[config.mk]
export PLATFORM = sky130hd
export DESIGN_NAME = training_sequencer
export DESIGN_NICKNAME = d
export VERILOG_FILES = /design/src/rtl/training_sequencer_pkg.sv /design/src/rtl/training_sequencer_pos.sv /design/src/rtl/training_sequencer.sv
export SDC_FILE = /design/constraint.sdc
export NUM_CORES = 1
export LEC_CHECK = 0
export CORE_MARGIN = 1.5
export CORE_UTILIZATION = 42
export DETAILED_ROUTE_END_ITERATION = 8
export HOLD_SLACK_MARGIN = 0.06
export SLEW_MARGIN = 10
export SYNTH_ARGS = -nofsm -noshare
export SYNTH_HDL_FRONTEND = slang
export SYNTH_HIERARCHICAL = 1
export SYNTH_SLANG_ARGS = --single-unit
export TNS_END_PERCENT = 30
[constraint.sdc]
create_clock -name clk -period 7 [get_ports clk]
set_input_delay 1.05 -clock clk [delete_from_list [all_inputs] [get_ports clk]]
set_output_delay 1.05 -clock clk [all_outputs]
set_load 0.02 [all_outputs]
[src/rtl/training_sequencer_pkg.sv]
// Shared types and default sizing for the training sequencer.
package training_sequencer_pkg;

  // Run-control FSM states.
  typedef enum logic [1:0] {
    IDLE  = 2'd0,
    RUN   = 2'd1,
    DRAIN = 2'd2,
    DONE  = 2'd3
  } state_t;

  // Default geometry of a training run.
  localparam int BA_DEF     = 8;   // step width
  localparam int BB_DEF     = 4;   // stage width
  localparam int BC_DEF     = 16;  // epoch width
  localparam int N_DEF      = 40;  // lane count
  localparam int NSTAGE_DEF = 12;  // stages per epoch
  localparam int WR_LAG_DEF = 40;  // read-to-write lag in active cycles

endpackage

[src/rtl/training_sequencer_pos.sv]
// Step/stage/epoch position counter shared by the read and write sides.
module pos_counter
  import training_sequencer_pkg::*;
#(
  parameter int BA     = BA_DEF,
  parameter int BB     = BB_DEF,
  parameter int BC     = BC_DEF,
  parameter int NSTAGE = NSTAGE_DEF
) (
  input  logic          clk,
  input  logic          rst,
  input  logic          clr,
  input  logic          en,
  input  logic [BA-1:0] step_last,
  output logic [BA-1:0] step,
  output logic [BB-1:0] stage,
  output logic [BC-1:0] epoch,
  output logic          lstep,
  output logic          lstage
);

  localparam logic [BB-1:0] STAGE_LAST = BB'(NSTAGE - 1);

  assign lstep  = (step == step_last);
  assign lstage = (stage == STAGE_LAST);

  // Nested step -> stage -> epoch count; clear wins over enable.
  always_ff @(posedge clk or negedge rst) begin
    if (!rst) begin
      step  <= '0;
      stage <= '0;
      epoch <= '0;
    end else if (clr) begin
      step  <= '0;
      stage <= '0;
      epoch <= '0;
    end else if (en) begin
      if (lstep) begin
        step <= '0;
        if (lstage) begin
          stage <= '0;
          epoch <= epoch + BC'(1);
        end else begin
          stage <= stage + BB'(1);
        end
      end else begin
        step <= step + BA'(1);
      end
    end
  end

endmodule

[src/rtl/training_sequencer.sv]
// Training sequencer: walks a read position through step/stage/epoch, trails
// it with a write position delayed by WR_LAG active cycles, and reports done
// once the write side has reached the final position.
module training_sequencer
  import training_sequencer_pkg::*;
#(
  parameter int BA         = BA_DEF,
  parameter int BB         = BB_DEF,
  parameter int BC         = BC_DEF,
  parameter int N          = N_DEF,
  parameter int BM         = $clog2(N),
  parameter int NSTAGE     = NSTAGE_DEF,
  parameter int WR_LAG     = WR_LAG_DEF,
  parameter int REQ_STAGE  = 10,
  parameter int STAT_STAGE = 4
) (
  input  logic          clk,
  input  logic          rst,
  input  logic          start,
  input  logic          stall,
  input  logic [BA-1:0] cfg_step_last,
  input  logic [BC-1:0] cfg_epoch_last,
  output logic [BA-1:0] rd_step,
  output logic [BB-1:0] rd_stage,
  output logic [BC-1:0] rd_epoch,
  output logic          rd_lstep,
  output logic [BA-1:0] wr_step,
  output logic [BB-1:0] wr_stage,
  output logic          wr_lstep,
  output logic          wr_valid,
  output logic [BM-1:0] dest_addr,
  output logic [BM-1:0] source_addr,
  output logic          request_in,
  output logic          status,
  output logic          busy,
  output logic          done
);

  localparam logic [BB-1:0] REQ_STAGE_C  = BB'(REQ_STAGE);
  localparam logic [BB-1:0] STAT_STAGE_C = BB'(STAT_STAGE);
  localparam logic [BM-1:0] ADDR_LAST    = BM'(N - 1);
  localparam int            LW           = (WR_LAG > 1) ? $clog2(WR_LAG) : 1;
  localparam logic [LW-1:0] LAG_LAST     = LW'(WR_LAG - 1);

  state_t        state;
  state_t        state_nxt;
  logic [BA-1:0] step_last_q;
  logic [BC-1:0] epoch_last_q;
  logic [LW-1:0] lag_cnt;
  logic          go;
  logic          active;
  logic          rd_en;
  logic          wr_en;
  logic          rd_lstage;
  logic          wr_lstage;
  logic          wr_lstep_raw;
  logic [BC-1:0] wr_epoch;
  logic          rd_final;
  logic          wr_final;

  // A run is launched only from IDLE; start is ignored everywhere else.
  assign go     = (state == IDLE) && start;
  // Counters move only in RUN/DRAIN and only when not stalled.
  assign active = ((state == RUN) || (state == DRAIN)) && !stall;

  assign rd_final = rd_lstep && rd_lstage && (rd_epoch == epoch_last_q);
  assign wr_final = wr_valid && wr_lstep_raw && wr_lstage && (wr_epoch == epoch_last_q);

  // Each side stops once it sits on the final position.
  assign rd_en = active && (state == RUN) && !rd_final;
  assign wr_en = active && wr_valid && !wr_final;

  pos_counter #(
    .BA     (BA),
    .BB     (BB),
    .BC     (BC),
    .NSTAGE (NSTAGE)
  ) u_rd_pos (
    .clk       (clk),
    .rst       (rst),
    .clr       (go),
    .en        (rd_en),
    .step_last (step_last_q),
    .step      (rd_step),
    .stage     (rd_stage),
    .epoch     (rd_epoch),
    .lstep     (rd_lstep),
    .lstage    (rd_lstage)
  );

  pos_counter #(
    .BA     (BA),
    .BB     (BB),
    .BC     (BC),
    .NSTAGE (NSTAGE)
  ) u_wr_pos (
    .clk       (clk),
    .rst       (rst),
    .clr       (go),
    .en        (wr_en),
    .step_last (step_last_q),
    .step      (wr_step),
    .stage     (wr_stage),
    .epoch     (wr_epoch),
    .lstep     (wr_lstep_raw),
    .lstage    (wr_lstage)
  );

  assign wr_lstep    = wr_valid && wr_lstep_raw;
  assign source_addr = rd_lstage ? ADDR_LAST : dest_addr;
  assign request_in  = busy && (rd_stage >= REQ_STAGE_C);
  assign status      = wr_valid && (wr_stage >= STAT_STAGE_C);

  // FSM state register.
  always_ff @(posedge clk or negedge rst) begin
    if (!rst) state <= IDLE;
    else      state <= state_nxt;
  end

  // Next-state decode plus the busy/done status decoded from state.
  always_comb begin
    state_nxt = state;
    busy      = 1'b0;
    done      = 1'b0;
    case (state)
      IDLE: begin
        if (start) state_nxt = RUN;
      end
      RUN: begin
        busy = 1'b1;
        if (active && rd_final) state_nxt = DRAIN;
      end
      DRAIN: begin
        busy = 1'b1;
        if (active && wr_final) state_nxt = DONE;
      end
      DONE: begin
        done      = 1'b1;
        state_nxt = IDLE;
      end
      default: state_nxt = IDLE;
    endcase
  end

  // Configuration is captured once per run so mid-run cfg changes are inert.
  always_ff @(posedge clk or negedge rst) begin
    if (!rst) begin
      step_last_q  <= '0;
      epoch_last_q <= '0;
    end else if (go) begin
      step_last_q  <= cfg_step_last;
      epoch_last_q <= cfg_epoch_last;
    end
  end

  // Lag counter: opens the write side after WR_LAG active cycles and closes
  // it again when the final write position is consumed.
  always_ff @(posedge clk or negedge rst) begin
    if (!rst) begin
      lag_cnt  <= '0;
      wr_valid <= 1'b0;
    end else if (go) begin
      lag_cnt  <= '0;
      wr_valid <= 1'b0;
    end else if ((state == DRAIN) && active && wr_final) begin
      wr_valid <= 1'b0;
    end else if (active && !wr_valid) begin
      if (lag_cnt == LAG_LAST) wr_valid <= 1'b1;
      else                     lag_cnt  <= lag_cnt + LW'(1);
    end
  end

  // Lane counter: wraps at N-1 and restarts whenever the read stage moves on.
  always_ff @(posedge clk or negedge rst) begin
    if (!rst) begin
      dest_addr <= '0;
    end else if (go) begin
      dest_addr <= '0;
    end else if (active && (state == RUN)) begin
      if (rd_lstep || (dest_addr == ADDR_LAST)) dest_addr <= '0;
      else                                      dest_addr <= dest_addr + BM'(1);
    end
  end

endmodule

==> impl_metrics.toml, run 1 <==
[worst_setup_path]
ff2ff_path_depth = 12
cp_max_fo = 20
end_kind = "register"
crit_type = "reg -> reg"
r2r_start = "u_wr_pos/step[4]"
timing.rr.end = "u_wr_pos/epoch[8]"
path_cells = "xnor2_1, nand2_1, or4_1, inv_2, and2_1, nand4_1, nor3_1, nor2_1, nand3_1, or4_1, or3_1, a21oi_1"
cpPeakStageDelay_ns = 0.80
path_common_cell = "or4_1"
crit_slowest_cell = "nor2_1"
crit_family = "simple AND/OR/NAND/NOR gates"
crit_buf_inv = 1
reg2reg_slack_ns = 2.81
cp-start-kind = "register"
arrival_ns = 4.47
cp.required_ns = 7.27

[timing]
relSlewSlack = 0.291
hold_violations = 0
finalSetupViolations = 0
post-route-period-util = 0.599
finalClockSkew_ns = 0.00940
tns_ns = 0
rsz0062_at_grt = "no"
tightest_slew_ns = 1.06
final.min_clock_period_ns = 4.19
timing.hold.ws_ns = 0.556
fmax_mhz = 238
finalMaxSlewViolations = 0

[clocking]
insertion_delay_ns = 0.35
cts-resized-gates = 0
cts_tree = "yes"
numCtsBuffers = 9
cts_sinks = 95
cts-root-buf = "clkbuf_16"
ctsHoldBuffers = 0
cts.clk_slew.worst_paths_ns = 0.07
h-tree-depth = 3
clockBufferDepth = 2
cts_setup_buffers = 0

[routing]
detail_route.vias_per_cell = 5.60
wirelength_mm = 14.8
drc = 0
num_vias = 5049
drt_iter0_drc = 323
ant_nets = 0
wl_per_cell_um = 16.5
firstDrtPassIters = 5

[synth]
ys_ff_latch = 95
ys.flop_type = "dfrtp_1"
syn-instance-count = 646
yosysSeqAreaShare = 0.419
synth_edf_count = 0
syn_area_sq_mm = 0.00567
syn_area_per_cell_sq_um = 8.78
async_flop_share = 1.00
yosysUniqueCellTypes = 59
ys_warn_count = 6
syn_nets = 686

[final_layout]
drive_above_1_share = 0.0579
fin_nets = 761
seq_area_sq_mm = 0.00238
fillerInstances = 1230
area_growth_pct = 22.9
final_cell_mix = "nand2_1 (98), dfrtp_1 (95), clkdlybuf4s50_1 (85)"
multi_input_area_sq_mm = 0.00309
layout_commonest_cell = "nand2_1"
diodes = 0

[min_path]
min-delay-start = "epoch_last_q[1]"
hold_class = "reg -> reg"
holdPathStages = 2
hold-path-endpoint = "epoch_last_q[1]"

[floorplan]
core_area_sq_mm = 0.0132
die_y_um = 119
rows = 42
dieArea_sq_mm = 0.0142
start_util = 0.430
ios = 87
fp.dieW_um = 119

[power_and_ir_drop]
p_switching_uw = 798
power.leakage_nw = 2.94
power_frac_comb = 0.355
p_total_mw = 2.04
switching_share = 0.391
seq_power_share = 0.398
p_per_area_mw_per_mm2 = 293
ir_drop_v = 0.000256
clockPowerShare = 0.247
internal_power_mw = 1.25

[global_routing]
antenna_found_initial = 0
grtUsageTotal = 0.214
grt_pass1_wl_mm = 24.1
grt_max_degree = 68
gr-total-overflow = 0
grt_pass1_vias = 4795

[placed_design]
io_buffers = 86
gp_congestion = 0.818
dp_hpwl_mm = 10.6

[status]
status = "finished, final reports clean"

[job]
cap_violations = 0
[per-stage QoR]
step | util | cell area [sq um] | std cells | setup WS, ns
final | 0.529 | 6970 | 902 | 2.81
after global routing | 0.529 | 6970 | 902 | 2.46
after CTS | 0.529 | 6970 | 902 | 2.88
after detailed placement | 0.506 | 6670 | 886 | 2.63
after global placement | 0.506 | 6670 | 886 | 2.72
after floorplan | - | 5670 | 646 | 3.75
[synthesized netlist by cell type, types with 11 or more instances]
library cell,instances,share of area
dfrtp_1,95,0.42
nand3_1,24,0.021
xor2_1,20,0.031
nor2_1,49,0.032
nand2_1,98,0.065
clkbuf_1,18,0.012
nand4_1,18,0.020
o31ai_1,12,0.016
a21oi_1,36,0.032
ha_1,12,0.026
nor2b_1,14,0.015
and3_1,13,0.014
o21ai_0,34,0.030
nand2b_1,17,0.019
xnor2_1,31,0.048
inv_1,24,0.016
or4_1,20,0.026
or3_1,11,0.012
[layer usage]
layer  vias up  GRT usage  wire length, um
li1       2440          -                -
met1      2477      0.293             7050
met2       120      0.346             7020
met3        12     0.0551              650
met4         0     0.0407              128
met5         -          0                0
[worst min-delay path, delay by kind of cell (launching register included)]
kind / cells / cell delay [ns]
flip-flops: 1 / 0.40
AND/OR/NAND/NOR: 2 / 0.13
[registers in the layout, indices dropped and copies added (netlist names)]
| register | flops |
|---|---|
| dest_addr | 6 |
| u_wr_pos/epoch | 16 |
| u_wr_pos/stage | 4 |
| lag_cnt | 6 |
| u_rd_pos/stage | 4 |
| state | 2 |
| wr_valid | 1 |
| u_rd_pos/epoch | 16 |
| epoch_last_q | 16 |
| step_last_q | 8 |
| u_rd_pos/step | 8 |
| u_wr_pos/step | 8 |
[cell type report]
type                    count  share of cell area
clock inverters             4             0.00789
flip-flops and latches     95               0.341
clock buffers              12              0.0353
well taps                 176              0.0316
multi-input cells         499               0.443
repair buffers             89               0.126
inverters                  27              0.0145
[power groups by stage]
stage / logic (mW) / clock network (mW) / registers [mW]
floorplan: 0.497 / 0 / 0.785
global placement: 0.702 / 0 / 0.816
detailed placement: 0.723 / 0 / 0.821
CTS: 0.726 / 0.519 / 0.811
global route: 0.805 / 0.541 / 0.828
finish: 0.725 / 0.505 / 0.814
[how the worst max path moves through the flow]
| stage | slack, ns | startpoint | depth (start not counted) | endpoint |
|---|---|---|---|---|
| 6_report | 2.81 | u_wr_pos/step[4] | 12 | u_wr_pos/epoch[8] |
| 5_1_grt | 2.46 | u_wr_pos/step[4] | 12 | u_wr_pos/epoch[10] |
| 4_1_cts | 2.88 | u_wr_pos/step[4] | 12 | u_wr_pos/epoch[10] |
| 3_5_place_dp | 2.63 | stall | 8 | u_wr_pos/epoch[10] |
| 3_3_place_gp | 2.72 | stall | 8 | u_wr_pos/epoch[10] |
| 2_1_floorplan | 3.75 | u_rd_pos/step[5] | 13 | u_rd_pos/epoch[15] |
[logic make-up after synthesis]
| kind of cell | count (synthesis) | synth area share |
|---|---|---|
| AND/OR/NAND/NOR | 312 | 0.288 |
| XOR/XNOR | 51 | 0.0787 |
| flip-flops | 95 | 0.419 |
| multiplexers | 11 | 0.0201 |
| AO/OA/AOI/OAI | 113 | 0.132 |
| adder cells (fa/ha/maj) | 12 | 0.0265 |
| buffers and inverters | 52 | 0.0357 |
No activity file was read; power rests on OpenSTA's default activity.
==> run 2, diff against run 1 <==
- PLACE_DENSITY: unset -> 0.67
- clock period: 7 -> 3.6 ns (I/O delays scaled with it)
==> run 2 against run 1 <==
Effect of this change: core utilization is 0.45 points higher; sequential cell count stayed put; non-clock buffer count is 7 higher; sequential share of layout area is 0.29 points lower; final area is 0.84% higher; sequential power is 93% higher; hold slack worse by 0.33 ns; wire length is 2.6% higher; combinational power is 100% higher; clock skew is 0.00079 ns lower; critical path type is now reg -> out; largest cell class unchanged.
==> impl_metrics.toml, run 2 (same netlist as run 1, synthesis figures left out) <==
[final_layout]
drive_above_1_share = 0.0682
layout_commonest_cell = "nand2_1"
stdcell_area_sq_mm = 0.00703
final_cell_mix = "nand2_1 (98), dfrtp_1 (95), clkdlybuf4s50_1 (85)"
fin_nets = 768
largestRegisters = "epoch_last_q x16, u_rd_pos/epoch x16, u_wr_pos/epoch x16"
utilization = 0.533
final_cells = 909
area_growth_pct = 24.0
diodes = 0

[clocking]
ctsHoldBuffers = 0
clockBufferDepth = 2
cts_tree = "yes"
cts-resized-gates = 0
cts.clk_slew.worst_paths_ns = 0.06
cts_setup_buffers = 0
h-tree-depth = 3
numCtsBuffers = 9
cts_sinks = 95
cts-root-buf = "clkbuf_16"
insertion_delay_ns = 0.35

[worst_setup_path]
cp-start-kind = "register"
crit_type = "reg -> out"
end_kind = "output pin"
crit_family = "simple AND/OR/NAND/NOR gates"
cp_max_fo = 9
cp.required_ns = 3.06
cpPeakStageDelay_ns = 0.76
crit_slowest_cell = "or4_1"
crit_buf_inv = 3
arrival_ns = 2.92
path_cells = "xnor2_1, nand4_2, or4_1, inv_2, buf_4, clkdlybuf4s50_1"

[global_routing]
grt_pass1_wl_mm = 25.1
grtUsageTotal = 0.224
gr-total-overflow = 0
grt_pass1_vias = 5105
antenna_found_initial = 0
grt_max_degree = 52

[timing]
rsz0062_at_grt = "no"
finalClockSkew_ns = 0.00861
finalSetupViolations = 0
final.min_clock_period_ns = 3.46
finalMaxSlewViolations = 0
fmax_mhz = 289
timing.hold.ws_ns = 0.226
post-route-period-util = 0.961
tightest_slew_ns = 0.851
tns_ns = 0
hold_violations = 0
relSlewSlack = 0.432

[placed_design]
io_buffers = 86
placed_cell_area_sq_mm = 0.00674
dp_hpwl_mm = 11.0
dp.cells = 893
gp_congestion = 0.896

[routing]
wl_per_cell_um = 16.8
num_vias = 5137
drc = 0
firstDrtPassIters = 5
detail_route.vias_per_cell = 5.65
ant_nets = 0
drt_iter0_drc = 297
wirelength_mm = 15.2

[floorplan]
dieArea_sq_mm = 0.0142
rows = 42
fp.dieW_um = 119
start_util = 0.430
die_y_um = 119
ios = 87
core_area_sq_mm = 0.0132

[min_path]
hold_class = "in -> async"

[power_and_ir_drop]
ir_drop_v = 0.000307
p_per_area_mw_per_mm2 = 568
power.leakage_nw = 2.99

[job]
cap_violations = 0

[status]
status = "finished, final reports clean"
==> run 2: final timing paths <==
kind	startpoint	to	slack, ns	depth (start not counted)
max	u_rd_pos/step[5]	rd_lstep	0.14	6
min	rst	lag_cnt[3]	0.23	1
max reg2reg	u_rd_pos/step[5]	u_rd_pos/epoch[4]	0.21	11
min reg2reg	lag_cnt[1]	lag_cnt[1]	0.56	2
max in group asynchronous	rst	u_rd_pos/stage[3]	2.55	2
min in group clk	lag_cnt[1]	lag_cnt[1]	0.56	2
==> run 2: power breakdown <==
part,internal [mW],switching [mW],total (mW)
Clock,0.555,0.413,0.967
Combinational,0.631,0.826,1.46
Sequential,1.27,0.305,1.57
Total,2.45,1.54,4.00
==> run 2: final cells by class <==
type / count / area [sq um]
Fill cell: 1182 / 6160
Multi-Input combinational cell: 499 / 3100
Sequential cell: 95 / 2380
Timing Repair Buffer: 96 / 946
Clock buffer: 12 / 246
Tap cell: 176 / 220
Inverter: 27 / 101
Clock inverter: 4 / 45.0
==> run 2: routing by layer <==
metal	up-vias	track usage	share of wire
li1	2448	-	-
met1	2491	0.297	0.45
met2	168	0.359	0.48
met3	30	0.0431	0.048
met4	0	0.0964	0.025
met5	-	0	0
==> run 2: worst register-to-register path: cells and delay by family, from the launching register on <==
family          cells  cell delay [ns]
xor+xnor            1             0.24
simple gates        5             1.67
flops               1             0.45
buf+inv             1             0.11
compound gates      4             0.85
==> run 2: metrics by stage <==
step | power [mW] | setup WS, ns
after detailed placement | 3.04 | 0.211
final | 4.00 | 0.139
after global routing | 4.25 | 0.0303
after global placement | 2.99 | 0.286
after CTS | 4.02 | 0.131
after floorplan | 2.49 | 0.345
==> run 3, diff against run 2 <==
- CORE_ASPECT_RATIO: unset -> 1.1
==> run 3 against run 2 <==
Effect of this change: clock power up 7%; core utilization about the same; sequential cell count unchanged; largest cell class unchanged; first-iteration DRC count down 3.7%; worst setup slack better by 0.088 ns; critical path type unchanged; power up 1.2%; wire length down 2.6%; hold slack better by 0.13 ns; register-to-register slack better by 0.04 ns.
==> impl_metrics.toml, run 3 (same netlist as run 1, synthesis figures left out) <==
[clocking]
clockBufferDepth = 2
h-tree-depth = 3
insertion_delay_ns = 0.34
cts_tree = "yes"
cts-root-buf = "clkbuf_16"
numCtsBuffers = 9
ctsHoldBuffers = 0
cts.clk_slew.worst_paths_ns = 0.06
cts_sinks = 95

[worst_setup_path]
arrival_ns = 2.83
cp-start-kind = "register"
crit_buf_inv = 3
end_kind = "output pin"
cpPeakStageDelay_ns = 0.67
cp.required_ns = 3.06
crit_type = "reg -> out"
crit_family = "simple AND/OR/NAND/NOR gates"
path_cells = "xnor2_1, nand4_2, or4_4, inv_2, buf_4, clkdlybuf4s50_1"
crit_slowest_cell = "or4_4"
cp_max_fo = 9

[floorplan]
rows = 44
dieArea_sq_mm = 0.0142
die_y_um = 125
ios = 87
core_area_sq_mm = 0.0132
fp.dieW_um = 114
start_util = 0.429

[power_and_ir_drop]
power_frac_comb = 0.358
seq_power_share = 0.387
ir_drop_v = 0.000326
p_total_mw = 4.04
switching_share = 0.374
p_per_area_mw_per_mm2 = 574
internal_power_mw = 2.53
clockPowerShare = 0.255
power.leakage_nw = 2.99
p_switching_mw = 1.51

[routing]
wl_per_cell_um = 16.6
drc = 0
drt_iter0_drc = 286
wirelength_mm = 14.8
detail_route.vias_per_cell = 5.72
firstDrtPassIters = 5
ant_nets = 0
num_vias = 5096

[timing]
finalSetupViolations = 0
hold_violations = 0
rsz0062_at_grt = "no"
fmax_mhz = 296
relSlewSlack = 0.351
tightest_slew_ns = 0.973
timing.hold.ws_ns = 0.359
final.min_clock_period_ns = 3.37
worst_slack_ns = 0.227
post-route-period-util = 0.937
finalClockSkew_ns = 0.00621
tns_ns = 0
finalMaxSlewViolations = 0

[global_routing]
antenna_found_initial = 0
gr-total-overflow = 0
grtUsageTotal = 0.215
grt_pass1_vias = 4869
grt_pass1_wl_mm = 24.6
grt_max_degree = 76

[job]
cap_violations = 0

[final_layout]
diodes = 0
layout_commonest_cell = "nand2_1"
final_cells = 891
drive_above_1_share = 0.0712
fin_nets = 767
largestRegisters = "epoch_last_q x16, u_rd_pos/epoch x16, u_wr_pos/epoch x16"
fillerInstances = 1199
area_growth_pct = 24.2
final_cell_mix = "nand2_1 (98), dfrtp_1 (95), clkdlybuf4s50_1 (85)"

[placed_design]
dp_hpwl_mm = 10.9
dp_slack_ns = 0.0589
gp_congestion = 0.873
io_buffers = 86
dp.cells = 877

[min_path]
hold_class = "in -> async"

[status]
status = "finished, final reports clean"
-- run 3: cell type report --
cell class                 instances  area, sq um  share of cell area
clock buffer                      11          253              0.0359
clock inverter                     3         67.6             0.00959
inverter                          27          101              0.0144
multi-input combinational        499         3110               0.441
sequential                        95         2380               0.337
tap                              161          201              0.0286
timing repair buffer              95          938               0.133
-- run 3: timing repair --
action	4_1_cts	5_1_grt
setup endpoints to repair	0	15
resized for setup	0	4
setup buffers	0	0
-- run 3: metal layers --
| layer | vias to the layer above | wire length [um] | GRT usage |
|---|---|---|---|
| met3 | 24 | 585 | 0.0234 |
| met1 | 2485 | 6870 | 0.302 |
| met2 | 137 | 7030 | 0.338 |
| met4 | 0 | 350 | 0.0882 |
| li1 | 2450 | - | - |
| met5 | - | 0 | 0 |
-- run 3: metrics by stage --
stage / area [sq um] / util
2_1_floorplan: 5670 / -
3_3_place_gp: 6710 / 0.508
3_5_place_dp: 6710 / 0.508
4_1_cts: 7030 / 0.532
5_1_grt: 7050 / 0.533
6_report: 7050 / 0.533
-- run 3: final timing paths --
path                                   from           endpoint  slack [ns]  depth (start not counted)
max                        u_rd_pos/step[0]           rd_lstep        0.23                          6
min                                     rst  u_rd_pos/epoch[1]        0.36                          1
max reg2reg                u_rd_pos/step[0]  u_rd_pos/epoch[7]        0.25                         11
min reg2reg                epoch_last_q[10]   epoch_last_q[10]        0.55                          2
max in group asynchronous               rst  u_wr_pos/epoch[6]        2.50                          2
min in group clk           epoch_last_q[10]   epoch_last_q[10]        0.55                          2
-- run 3: power by group through the flow --
stage / Clock, mW / Sequential [mW] / Combinational [mW]
after floorplan: 0 / 1.53 / 0.966
after global placement: 0 / 1.57 / 1.41
after detailed placement: 0 / 1.58 / 1.44
after CTS: 1.05 / 1.56 / 1.45
after global routing: 1.09 / 1.60 / 1.61
final: 1.03 / 1.56 / 1.45
